<file path="config.mk">
export PLATFORM = sky130hd
export DESIGN_NAME = ras_stack
export DESIGN_NICKNAME = d
export VERILOG_FILES = /design/src/rtl/ras_stack_pkg.sv /design/src/rtl/ras_stack.sv
export SDC_FILE = /design/constraint.sdc
export NUM_CORES = 1
export LEC_CHECK = 0
export BUFFER_PORTS_ARGS = -buffer_cell sky130_fd_sc_hd__buf_2
export CAP_MARGIN = 20
export CORE_ASPECT_RATIO = 0.7
export CORE_MARGIN = 4
export CORE_UTILIZATION = 35
export CTS_CLUSTER_DIAMETER = 30
export DETAILED_ROUTE_END_ITERATION = 6
export PLACE_DENSITY_LB_ADDON = 0.25
export RECOVER_POWER = 100
export SETUP_SLACK_MARGIN = 0.02
export SYNTH_ARGS = -nofsm -noshare
export SYNTH_HDL_FRONTEND = slang
export SYNTH_SLANG_ARGS = --single-unit
</file>
<file path="constraint.sdc">
create_clock -name clk_i -period 7.15 [get_ports clk_i]
set_clock_uncertainty 0.05 [all_clocks]
set_input_delay 0.3575 -clock clk_i [delete_from_list [all_inputs] [get_ports clk_i]]
set_output_delay 0.3575 -clock clk_i [all_outputs]
set_load 0.005 [all_outputs]
</file>
<file path="src/rtl/ras_stack_pkg.sv">
// Shared frontend types for the return-address stack: pointer, occupancy and checkpoint layout.
// Depth and address width here set the widths used by ras_stack.
package ras_stack_pkg;

  localparam int unsigned RAS_DEPTH = 8;
  localparam int unsigned RAS_VLEN  = 64;

  typedef logic [$clog2(RAS_DEPTH)-1:0]   ras_ptr_t;
  typedef logic [$clog2(RAS_DEPTH+1)-1:0] ras_cnt_t;

  typedef struct packed {
    ras_ptr_t              tp;
    ras_cnt_t              cnt;
    logic [RAS_VLEN-1:0]   top;
  } ras_ckpt_t;

endpackage

</file>
<file path="src/rtl/ras_stack.sv">
// Return-address stack: calls push pc+2/+4, returns pop, top of stack predicts the return target.
// Latency: push/pop visible the cycle after the edge; ra_o is a combinational read of stored state.
// Backpressure: none, one call/return accepted every cycle. Snapshot/restore built only with RAS_CKPT_EN.
module ras_stack
  import ras_stack_pkg::*;
#(
  parameter int unsigned DEPTH = RAS_DEPTH,
  parameter int unsigned VLEN  = RAS_VLEN
) (
  input  logic            clk_i,
  input  logic            rst_i,
  input  logic            flush_i,
  input  logic            valid_i,
  input  logic            call_i,
  input  logic            return_i,
  input  logic            is_rvc_i,
  input  logic [VLEN-1:0] pc_i,
  input  logic            ckpt_i,
  input  logic            restore_i,
  output logic [VLEN-1:0] ra_o,
  output logic            ra_valid_o
);

  logic [VLEN-1:0] entries [DEPTH];
  ras_ptr_t        tp;
  ras_cnt_t        cnt;

  logic            push;
  logic            pop;
  logic            do_restore;
  logic [VLEN-1:0] ret_addr;
  ras_ptr_t        tp_inc;
  ras_ptr_t        tp_dec;
  ras_ckpt_t       snap;

  always_comb begin
    push     = valid_i & call_i;
    pop      = valid_i & return_i;
    ret_addr = pc_i + (is_rvc_i ? VLEN'(2) : VLEN'(4));
    tp_inc   = tp + 1'b1;
    tp_dec   = tp - 1'b1;
  end

  assign ra_o       = entries[tp];
  assign ra_valid_o = (cnt != '0);

`ifdef RAS_CKPT_EN
  assign do_restore = restore_i;

  // Snapshot is taken from pre-update state; a concurrent restore keeps the old snapshot.
  always_ff @(posedge clk_i) begin
    if (rst_i) begin
      snap <= '0;
    end else if (ckpt_i && !restore_i) begin
      snap <= '{tp: tp, cnt: cnt, top: entries[tp]};
    end
  end
`else
  logic unused_ckpt;
  assign do_restore  = 1'b0;
  assign snap        = '0;
  assign unused_ckpt = ckpt_i ^ restore_i ^ (|snap);
`endif

  always_ff @(posedge clk_i) begin
    if (rst_i) begin
      tp  <= '0;
      cnt <= '0;
      for (int i = 0; i < int'(DEPTH); i++) begin
        entries[i] <= '0;
      end
    end else if (flush_i) begin
      tp  <= '0;
      cnt <= '0;
    end else if (do_restore) begin
      tp               <= snap.tp;
      cnt              <= snap.cnt;
      entries[snap.tp] <= snap.top;
    end else if (push && pop) begin
      // Coroutine swap: replace the top in place.
      entries[tp] <= ret_addr;
      if (cnt == '0) begin
        cnt <= ras_cnt_t'(1);
      end
    end else if (push) begin
      tp              <= tp_inc;
      entries[tp_inc] <= ret_addr;
      if (cnt != ras_cnt_t'(DEPTH)) begin
        cnt <= cnt + 1'b1;
      end
    end else if (pop && (cnt != '0)) begin
      tp  <= tp_dec;
      cnt <= cnt - 1'b1;
    end
  end

endmodule

</file>
==> out/results.txt <==
largest family of logic cells by synthesized area -> multiplexers
Flop pwr share -> 0.415
max-slew violations -> 631
Post-Synth XOR/XNOR Area -> 0.0189
Root Driver -> clkbuf_16
Via density -> 5.48
pwr/cell area -> 295 mW/mm²
RePlAce Congestion -> 0.753
Clock power frac -> 0.534
Slew @ Worst Pin -> 3.80 ns
Die Width -> 321 µm
Sw Pwr -> 1.87 mW
Yosys warning count -> 0
MaxCap Viol Count -> 16
multi-input combinational cell area -> 0.00785 mm²
post-CTS setup buffers -> 0
Post-Syn Area per Cell -> 14.4 µm²
PortBufs -> 135
sequential fraction of the synthesis area -> 0.647
violated checks -> capacitance limit, slew limit
Worst EP arrival -> 5.42 ns
hpwl dp -> 39,300 µm
worst hold margin -> 0.0919 ns
largest net degree at the start of global routing -> 85
die span in y -> 227 µm
Clock transition at path regs -> 0.05 ns
CP max FO -> 33
initial antenna violation count -> 9
Net Count, Synth -> 1,755
status -> finished with violations
antenna-violating nets left -> 0
number of buffers created by CTS -> 90
I/O pins -> 138
combinational share of power -> 0.051
HP Class -> primary input to flop
later-pin clock latency in the skew report -> 0.60 ns
GRT overflow -> 0
placed inst area -> 0.0256 mm²
CP Data Required Time -> 7.34 ns
Vias -> 15,300
share of layout cells above drive strength 1 -> 0.246
Slew HR -> -1.53
DR iter-0 viols -> 1,515
post-synth cell types -> 55
leakage power -> 9.82 nW
Setup crit end kind -> flop
critical path startpoint category -> flop
H-Tree Depth -> 3
reg2reg path depth -> 7
Filler cells -> 6,188
Core ar. -> 0.0681 mm²
Mapped Area -> 0.0241 mm²
synthesized flop and latch total -> 522
Final #Nets -> 1,889
Setup TNS -> 0 ns
cts hold-fix bufs -> 0
worst hold path depth -> 4
P&R area growth vs syn -> 19.2%
Initial Util -> 0.353
ys async rst share -> 0
Compound-Gate Fraction of Synth Area -> 0.0428
first-pass GRT wire length -> 104,000 µm
Post-CTS Resized -> 0
vias in the first global route -> 15,800
crit path time final -> 5.23 ns
drt pass-1 iters -> 5
switching share of power -> 0.221
Gate Count Post-Synth -> 1,674
fmax -> 191 MHz
Final Cell Area -> 0.0287 mm²
Tcrit/Tclk final -> 0.732
# DRC -> 0
adder-cell share of the synthesized area -> 0.00479
clock sinks -> 522
simple-gate portion of the synthesized area -> 0.111
number of flops mapped to enable cells by yosys -> 512
CTS tree -> built
Die ar. -> 0.0731 mm²
Tot GR Track Use -> 0.195
Fin. Hold Viols -> 0
final WL -> 70,500 µm
VDD IR max -> 0.000185 V
Cell Int Power -> 6.59 mW
Synth top area share -> 0.639
# rows -> 80
FF/Latch Area -> 0.0156 mm²
dominant cell type by area after synthesis -> edfxtp_1
Synth area leaders -> edfxtp_1, mux4_2, nor2_1
wire per inst -> 25.3 µm
RSZ-0062 raised after global routing -> no
Longest Clk Path Bufs -> 3
Setup CP Type -> flop to flop
Synth Flop Type -> edfxtp_1
Setup Viol. Count Final -> 0
mux cell area share after synthesis -> 0.150
## power groups by stage
stage	sequential (mW)	clock [mW]	combinational [mW]
final	3.50	4.52	0.431
after global routing	3.51	4.75	0.467
after CTS	3.50	4.59	0.441
after detailed placement	3.56	0	0.439
after global placement	3.56	0	0.435
after floorplan	3.55	0	0.252
## routing by layer
| layer | wire length, µm | vias up | track usage |
|---|---|---|---|
| met2 | 32500 | 616 | 0.310 |
| met5 | 53 | - | 0 |
| li1 | - | 6691 | - |
| met1 | 30500 | 7864 | 0.267 |
| met3 | 5810 | 118 | 0.0516 |
| met4 | 1630 | 8 | 0.0561 |
## cell families after synthesis
logic type               after synthesis
AO/OA/AOI/OAI                        167
buffers and inverters                136
multiplexers                         192
XOR/XNOR                              52
AND/OR/NAND/NOR                      597
flip-flops                           522
adder cells (fa/ha/maj)                8
## worst max-delay path, stage by stage (launching register included)
cell and delay (ns):
dfxtp_1 0.40, inv_1 0.09, ha_1 0.39, nor4_1 0.47, o211ai_1 0.18, a21o_1 0.61, nand2b_1 1.80, buf_4 0.78
## worst paths after layout
kind                 from        endpoint  slack (ns)
setup / recovery    tp[0]  entries[1][39]        1.92
hold / removal    flush_i          cnt[0]        0.09
setup reg to reg    tp[0]  entries[1][39]        1.92
hold reg to reg    cnt[2]          cnt[2]        0.45
## Yosys cell counts, types with 2 or more instances
| library cell | n |
|---|---|
| a211o_1 | 2 |
| a21o_1 | 6 |
| a21oi_1 | 101 |
| a21oi_2 | 16 |
| a32o_1 | 2 |
| and2_1 | 4 |
| and3_1 | 10 |
| and4_1 | 12 |
| buf_1 | 15 |
| buf_2 | 3 |
| buf_6 | 12 |
| clkbuf_1 | 89 |
| dfxtp_1 | 10 |
| edfxtp_1 | 512 |
| fa_1 | 2 |
| ha_1 | 6 |
| inv_1 | 17 |
| mux2_2 | 64 |
| mux4_2 | 128 |
| nand2_1 | 28 |
| nand2b_1 | 9 |
| nand3_1 | 24 |
| nand4_1 | 26 |
| nand4b_1 | 2 |
| nor2_1 | 418 |
| nor2b_1 | 3 |
| nor3_1 | 8 |
| nor4_1 | 22 |
| o211ai_1 | 9 |
| o21a_1 | 2 |
| o21ai_0 | 9 |
| o21ai_1 | 5 |
| o22ai_1 | 2 |
| o31ai_1 | 6 |
| o31ai_4 | 2 |
| or2_2 | 3 |
| or3_1 | 6 |
| or4_1 | 11 |
| or4_4 | 2 |
| xnor2_1 | 36 |
| xor2_1 | 16 |
## registers in the layout, indices dropped and copies added, names as in the netlist, named ones only
register	count
tp	3
cnt	4
entries	512
## placed cells by master (no fill, tap or decap), types with 16 or more instances in the layout
cell type   netlist  layout
nor4_1           22      22
nand3_1          24      24
clkinvlp_4        0      18
xor2_1           16      16
buf_2             3     112
clkbuf_1         89      43
mux2_2           64      30
nand2_1          28      28
bufinv_16         0      16
clkbuf_16         0      92
nor2_1          418     418
mux4_2          128     128
nand4_1          26      26
a21oi_1         101     107
edfxtp_1        512     512
inv_1            17      17
mux2_1            0      34
xnor2_1          36      36
## through the flow
| step | setup slack [ns] | power (mW) | instances | utilization |
|---|---|---|---|---|
| global placement | 2.93 | 3.99 | 2616 | 0.376 |
| floorplan | 3.55 | 3.80 | 1674 | - |
| CTS | 3.14 | 8.54 | 2785 | 0.423 |
| finish | 1.92 | 8.45 | 2792 | 0.421 |
| detailed placement | 2.85 | 4.00 | 2616 | 0.376 |
| global route | 1.60 | 8.73 | 2789 | 0.421 |
## cell type report
| cell class | instances | share of cell area |
|---|---|---|
| clock inverters | 68 | 0.0305 |
| diodes | 5 | 0.000436 |
| repair buffers | 161 | 0.0290 |
| multi-input cells | 1016 | 0.274 |
| flip-flops and latches | 522 | 0.543 |
| clock buffers | 101 | 0.0815 |
| inverters | 17 | 0.00223 |
| well taps | 902 | 0.0394 |
(Power assumes the default switching activity.)
